[config.mk]
export PLATFORM = sky130hd
export DESIGN_NAME = mux16_rr_arbiter
export DESIGN_NICKNAME = d
export VERILOG_FILES = /design/src/rtl/mux16_rr_arbiter.sv
export SDC_FILE = /design/constraint.sdc
export NUM_CORES = 1
export LEC_CHECK = 0
export ABC_AREA = 1
export CAP_MARGIN = 30
export CORE_UTILIZATION = 43
export CTS_CLUSTER_DIAMETER = 200
export DETAILED_ROUTE_END_ITERATION = 10
export GPL_TIMING_DRIVEN = 0
export PLACE_DENSITY = 0.65
export SYNTH_ARGS = -nofsm -noshare
export SYNTH_HDL_FRONTEND = slang
export SYNTH_SLANG_ARGS = --single-unit
[constraint.sdc]
create_clock -name clk -period 5.37 [get_ports clk]
set_clock_uncertainty 0.2 [all_clocks]
set_input_delay 1.611 -clock clk [delete_from_list [all_inputs] [get_ports clk]]
set_output_delay 1.611 -clock clk [all_outputs]
set_load 0.01 [all_outputs]
[src/rtl/mux16_rr_arbiter.sv]
// mux16_rr_arbiter
// Round-robin arbiter and sequencer for a shared 16:1 W-bit datapath mux.
// It grants one requester at a time and drives the mux select lines.
// Each tenure is bounded to HOLD_MAX cycles. A released or timed-out tenure
// hands over to the next requester in rotation with no idle bubble.
// Optional feature macro: MUX16_ARB_LOCK_EN adds a 'lock' input. While lock
// is high, it suppresses the timeout of the current tenure.
module mux16_rr_arbiter #(
  parameter int W        = 32,
  parameter int HOLD_MAX = 8
) (
  input  logic        clk,
  input  logic        reset,
  input  logic [15:0] req,
`ifdef MUX16_ARB_LOCK_EN
  input  logic        lock,
`endif
  output logic [15:0] gnt,
  output logic [3:0]  sel,
  output logic        busy,
  output logic [7:0]  hold_cnt
);

  // W sizes the controlled mux only. HOLD_MAX must fit the 8-bit tenure counter.
  if (W < 1 || HOLD_MAX < 1 || HOLD_MAX > 255) begin : g_cfg_err
    $error("mux16_rr_arbiter: illegal W or HOLD_MAX");
  end

  localparam logic [7:0] HOLD_LIM = 8'(HOLD_MAX);

  typedef enum logic {IDLE, GRANT} state_t;

  state_t      state, state_n;
  logic [3:0]  ptr, ptr_n, sel_n;
  logic [7:0]  hold_n;
  logic [15:0] gnt_n;
  logic        busy_n;
  logic [3:0]  win;
  logic        lock_act;
  logic        tenure_end;

  // Tenure counter saturates instead of wrapping.
  function automatic logic [7:0] sat_inc(input logic [7:0] v);
    return (v == 8'hFF) ? v : v + 8'd1;
  endfunction

  // First requester in the order p+1, p+2, ..., p+16 (mod 16).
  // Scanning from the far end means the nearest hit is written last and wins.
  function automatic logic [3:0] rr_pick(input logic [15:0] r, input logic [3:0] p);
    logic [3:0] idx;
    logic [3:0] best;
    best = p;
    for (int i = 16; i >= 1; i--) begin
      idx = p + 4'(i);
      if (r[idx]) best = idx;
    end
    return best;
  endfunction

`ifdef MUX16_ARB_LOCK_EN
  assign lock_act = lock;
`else
  assign lock_act = 1'b0;
`endif

  assign win = rr_pick(req, ptr);

  // Use ">=" so that a tenure stretched past the limit by lock ends as soon as lock drops.
  assign tenure_end = !req[sel] || ((hold_cnt >= HOLD_LIM) && !lock_act);

  // State register: all control and outputs are registered and clear asynchronously.
  always_ff @(posedge clk or posedge reset) begin
    if (reset) begin
      state    <= IDLE;
      ptr      <= 4'hF;
      sel      <= 4'h0;
      hold_cnt <= 8'h00;
      gnt      <= 16'h0000;
      busy     <= 1'b0;
    end else begin
      state    <= state_n;
      ptr      <= ptr_n;
      sel      <= sel_n;
      hold_cnt <= hold_n;
      gnt      <= gnt_n;
      busy     <= busy_n;
    end
  end

  // Next-state logic: start, continue, hand over or end a tenure.
  always_comb begin
    state_n = state;
    ptr_n   = ptr;
    sel_n   = sel;
    hold_n  = hold_cnt;
    if (state == IDLE) begin
      if (|req) begin
        state_n = GRANT;
        sel_n   = win;
        ptr_n   = win;
        hold_n  = 8'd1;
      end
    end else begin
      if (tenure_end) begin
        if (|req) begin
          // ptr equals sel here, so the search starts at sel+1.
          sel_n  = win;
          ptr_n  = win;
          hold_n = 8'd1;
        end else begin
          state_n = IDLE;
          hold_n  = 8'd0;
        end
      end else begin
        hold_n = sat_inc(hold_cnt);
      end
    end
  end

  // Output decode of the next state; the result is registered alongside the state.
  always_comb begin
    gnt_n  = 16'h0000;
    busy_n = 1'b0;
    if (state_n == GRANT) begin
      gnt_n  = 16'd1 << sel_n;
      busy_n = 1'b1;
    end
  end

endmodule

; ---- Word level (Yosys, flattened, before mapping)
; Cells that the tools add are included.
[totals]
wordCells = 111
reg_bits = 34
out_inout_bits = 29
in_bits = 18
[op_classes]
n_lt_le_gt_ge = 17
addsub = 16
reduce_logical = 5
n_eq_ne = 3
shifts = 1
n_mux = 63
[op_table]
columns = operator, n
row1 = 2-to-1 mux 4 bit, 21
row2 = less-than comparator 4 x 5 -> 1 bit (second input constant), 16
row3 = binary-select mux 1 bit (select 4 bit), 16
row4 = adder 4 bit (second input constant), 8
row5 = 2-to-1 mux 8 bit, 4
row6 = 2-to-1 mux 1 bit, 21
row7 = adder 4 x 3 -> 4 bit (second input constant), 4
row8 = 2-to-1 mux 16 bit, 1
row9 = OR reduction 16 bit, 1
row10 = left shift 1 x 4 -> 16 bit (first input constant), 1
row11 = adder 4 x 2 -> 4 bit (second input constant), 2
row12 = adder 8 x 1 -> 8 bit (second input constant), 1
row13 = == test 8 bit (second input constant), 1
row14 = >= comparator 8 x 4 -> 1 bit (second input constant), 1
row15 = adder 4 x 1 -> 4 bit (second input constant), 1
row16 = inequality test 3 bit (second input constant), 1
row17 = inequality test 2 x 1 -> 1 bit (second input constant), 1
row18 = AND reduction 2 bit, 1
row19 = nonzero test 2 bit, 1
row20 = zero test 1 bit, 1
row21 = logical OR 1 bit, 1

; ---- Longest topological paths before layout
[depth]
word_depth = 23
ltp_mapped = 32
mapped_depth_nobuf = 30

; ---- Least setup slack after synthesis
; Ideal clock, no wire load.
[synth_timing]
path_type = input-to-reg
from = in req[1]
to = reg hold_cnt[6]
required_ns = 5.039
path_slack_ns = 1.709
path_stages = 9
n_path_buf = 0
setup_time_ns = 0.131
arrival_time_ns = 3.330
cell_sequence = or4_1 -> nor4_1 -> inv_1 -> nor2_1 -> inv_1 -> nand3_1 -> nor2_1 -> a31oi_1 -> nor2_1
[synth_between]
elab_chain_len = 6
word_cells_on_any_way = 10
classes_between = eq/ne (1) / mux (4) / reduce/logical (5)
[synth_rtl]
columns = item, line_no
row1 = start: declaration, 14  ; input logic [15:0] req,
row2 = binary-select mux 1 bit (select 4 bit), 69  ; assign tenure_end = !req[sel] || ((hold_cnt >= HOLD_LIM) && !lock_act);
row3 = 2-to-1 mux 1 bit (implied by the code), 69
row4 = zero test 1 bit, 69
row5 = logical OR 1 bit, 69
row6 = inequality test 3 bit (no source line) / 2-to-1 mux 8 bit (equally long branches), n/a
row7 = AND reduction 2 bit (no source line) / 2-to-1 mux 8 bit (equally long branches), n/a
row8 = end signal: assignment, 84  ; hold_cnt <= hold_n;
row9 = end: declaration, 21  ; output logic [7:0] hold_cnt
; Parallel ways exist; a longest one is shown, timed or not. The select of a mux whose other input is x is not followed.
; A chain may end at the register's enable or synchronous reset.

; ---- Worst setup path in the final report
[layout_timing]
from = in req[15]
to = reg gnt[7]
[layout_between]
elab_chain_len = 22
word_cells_on_any_way = 58
classes_between = shift (1) / mux (54) / reduce/logical (3)
[layout_rtl]
columns = item, line_no
row1 = binary-select mux 1 bit (select 4 bit), 55  ; if (r[idx]) best = idx;
row2 = 2-to-1 mux 1 bit (implied by the code), 55
row3 = 2-to-1 mux 4 bit (15 in a row), 55
row4 = 2-to-1 mux 4 bit, "97, 105"
row5 = 2-to-1 mux 4 bit, 104  ; if (tenure_end) begin
row6 = 2-to-1 mux 4 bit, 96  ; if (state == IDLE) begin
row7 = left shift 1 x 4 -> 16 bit, 125  ; gnt_n = 16'd1 << sel_n;
row8 = 2-to-1 mux 16 bit (*), 124  ; if (state_n == GRANT) begin
row9 = net gnt_n[7], 36  ; logic [15:0] gnt_n;
row10 = end signal: assignment, 85  ; gnt <= gnt_n;
row11 = end: declaration, 18  ; output logic [15:0] gnt,
; The timed path passes the listed nets; every way through them passes the cells marked *. The select of a mux whose other input is x is not followed.

==> qor.yml <==
clocking:
  clk_pin_slew_ns: 0.06
  cts.sinks: 33
  postCtsSetupRepairBufs: 0
  htree_levels: 2
  cts_repair_resize_count: 0
  ctsRootBufferMaster: "clkbuf_8"
  cts_tree: "yes"
  worst_skew_pair.late_latency_ns: 0.29
  cts_hold_buffers: 0
  clock_path_buffers: 2
  cts_made_buffers: 5
worst_setup_path:
  timing.reg2reg.setup_slack_ns: 1.49
  path_max_fanout: 8
  cp-start-kind: "input port"
  timing.reg2reg.worst_path_depth: 29
  timing.critical_path.required_ns: 5.38
  arrival_time_at_the_worst_endpoint_ns: 4.28
  rr_endpoint: "gnt[7]$_DFF_PP0_"
  timing.critical_path.from: "req[15]"
  worst-setup-path-type: "input port to register"
  r2r-start: "ptr[1]$_DFFE_PP1P_"
  timing.critical_path.slowest_cell_delay_ns: 0.59
  worst_path_max_delay_cell: "clkdlybuf4s50_1"
  crit_top_cell: "nand2_1"
  critical_path.endpoint_type: "register"
sta:
  fin_setup_tns_ns: 0
  finalHoldViolations: 0
  finalCritPeriodShare_pct: 79.5
  worst-slew-pin-transition_ns: 0.529
  max_freq_mhz: 234
  rsz0062_at_grt: "false"
  final_critical_path_setup_slack_ns: 1.10
  setup_violations: 0
  final-max-slew-violation-count: 0
  timing.final.crit_period_ns: 4.27
  slew-limit-headroom_pct: 64.4
synthesis:
  netlist_instances: 516
  asr_flop_ratio_synth_pct: 100
  register_bit_total_from_synthesis: 33
  number_of_flops_mapped_to_enable_cells_by_yosys: 0
  mappedNetlistArea_um2: 3270
  synth_top_flop_cell: "dfrtp_1"
  synth.net_count: 543
  synth.distinct_cells: 40
  synth.yosys.warnings: 0
  postSynthAreaPerCell_um2: 6.33
  yosysSeqAreaShare_pct: 25.4
route:
  vias: 3433
  remaining_antenna_violation_count: 0
  post-route-drc-count: 0
  post_drt_wl_per_cell_um: 14.0
  met2WireLength_um: 4610
  top_layer_used: "met4"
  drt_iter0_drc: 199
  routed_wl_um: 9410
  vias_per_cell: 5.12
  routed-wl-met3_um: 415
  met1_routed_length_um: 4140
  firstDrtPassIters: 5
global_route:
  largest_net_degree_at_the_start_of_global_routing: 25
  grt.overflow.total: 0
  global_route_wire_length_before_repair_um: 15400
  number_of_antenna_violations_at_the_first_check_in_global_routing: 0
  groute.usage.overall_pct: 25.4
  vias_in_the_first_global_route: 3257
run:
  cap_viol_max_count: 0
placement:
  dp_hpwl_um: 7410
  place_ws_ns: 0.823
  rd_place_congestion: 0.880
  placement.io_buffers: 46
floorplan:
  top_level_ports: 47
  initial_utilization_pct: 44.8
  rows: 31
  dieArea_um2: 7950
  die_width_um: 89.2
  area_of_the_core_um2: 7290
  die-height_um: 89.2
layout:
  final_stage_net_count: 597
  total_area_of_multi_input_combinational_cells_um2: 2050
  nFillCells: 751
  syn2layout_area_growth_pct: 22.3
  area.sequential_um2: 831
  insertedDiodeCount: 0
  post_route_cells_drive_above_1_share_pct: 15.4
  final_util_pct: 54.8
hold_path:
  min-delay-start: "hold_cnt[7]$_DFFE_PP0P_"
  hold_path_end: "hold_cnt[7]$_DFFE_PP0P_"
  worstHoldPathType: "register to register"
  whs_path_depth: 2
run_status:
  outcome: "finished, final reports clean"
-- layer usage --
layer  up-vias  global-route usage, %
met5         -                      0
met4         0                   9.09
met3        17                   4.62
met2        75                   45.4
met1      1569                   30.4
li1       1772                      -
-- Yosys cell counts (9+ instances only) --
library cell	count	area share, %
nand3_2	11	3.4
o21ai_0	18	2.8
nor2_1	34	3.9
a21oi_1	39	6.0
nand2_2	20	3.8
dfrtp_1	29	22
ha_1	9	3.4
nand3_1	69	11
nand2_1	156	18
inv_2	12	1.4
inv_1	62	7.1
-- kinds of logic after synthesis --
logic type                 after synthesis  synth area share (%)
AOI/OAI and AO/OA                       76                  14.2
DFF                                     33                  25.4
and+or+nand+nor                        307                  43.3
xor gates and xnor gates                 3                  1.61
buffers and inverters                   88                  11.9
adders and majority gates                9                  3.45
-- final cells by class --
class                      instances  share of cell area, %
sequential                        33                   20.8
buffer                            11                   2.32
timing repair buffer              47                   12.2
clock inverter                     1                  0.751
clock buffer                       7                   2.16
tap                               99                   3.10
multi-input combinational        395                   51.2
inverter                          77                   7.45
-- how the worst max path moves through the flow --
| stage | cells after the start | end | slack, ns |
|---|---|---|---|
| global placement | 27 | gnt[0]$_DFF_PP0_ | 0.85 |
| global route | 27 | gnt[1]$_DFF_PP0_ | 0.79 |
| CTS | 27 | gnt[7]$_DFF_PP0_ | 1.10 |
| detailed placement | 27 | gnt[7]$_DFF_PP0_ | 0.82 |
| floorplan | 9 | hold_cnt[6]$_DFFE_PP0P_ | 1.71 |
| finish | 27 | gnt[7]$_DFF_PP0_ | 1.10 |
-- cell usage in the layout, fill, tap and decap left out, types with 2 or more instances in the layout --
cell and n:
buf_6 4, a21oi_1 39, dfstp_2 4, nand3_2 11, nor2_1 34, clkbuf_8 6, dfrtp_1 29, ha_1 9
o21ai_2 5, nor3_1 3, nand3_1 69, nand2_1 156, nand2_4 3, o21a_1 2, a21oi_4 3, nor2_2 4
buf_2 5, inv_2 12, inv_1 62, nand4_1 2, nand2_2 20, clkdlybuf4s50_1 46, o21ai_1 2, or4_1 3
o21ai_0 18
-- state kept, by name (all words and copies together) (netlist names) --
register,cells
sel,4
ptr,4
hold_cnt,8
gnt,16
busy,1
-- critical path: cells and delay by family --
kind,cells,cell delay [ns]
buf+inv,2,0.64
simple gates,25,2.02
-- metrics by stage --
step	hold WS (ns)	instance area, um2	instances
after floorplan	0.361	3270	516
after global placement	0.346	3850	661
after detailed placement	0.342	3880	662
after CTS	0.356	4000	670
after global routing	0.392	4000	670
final	0.357	4000	670
Power is left out: the tool's default activity adds up to more than one toggle a clock period on the data nets, which glitch-free logic cannot reach.
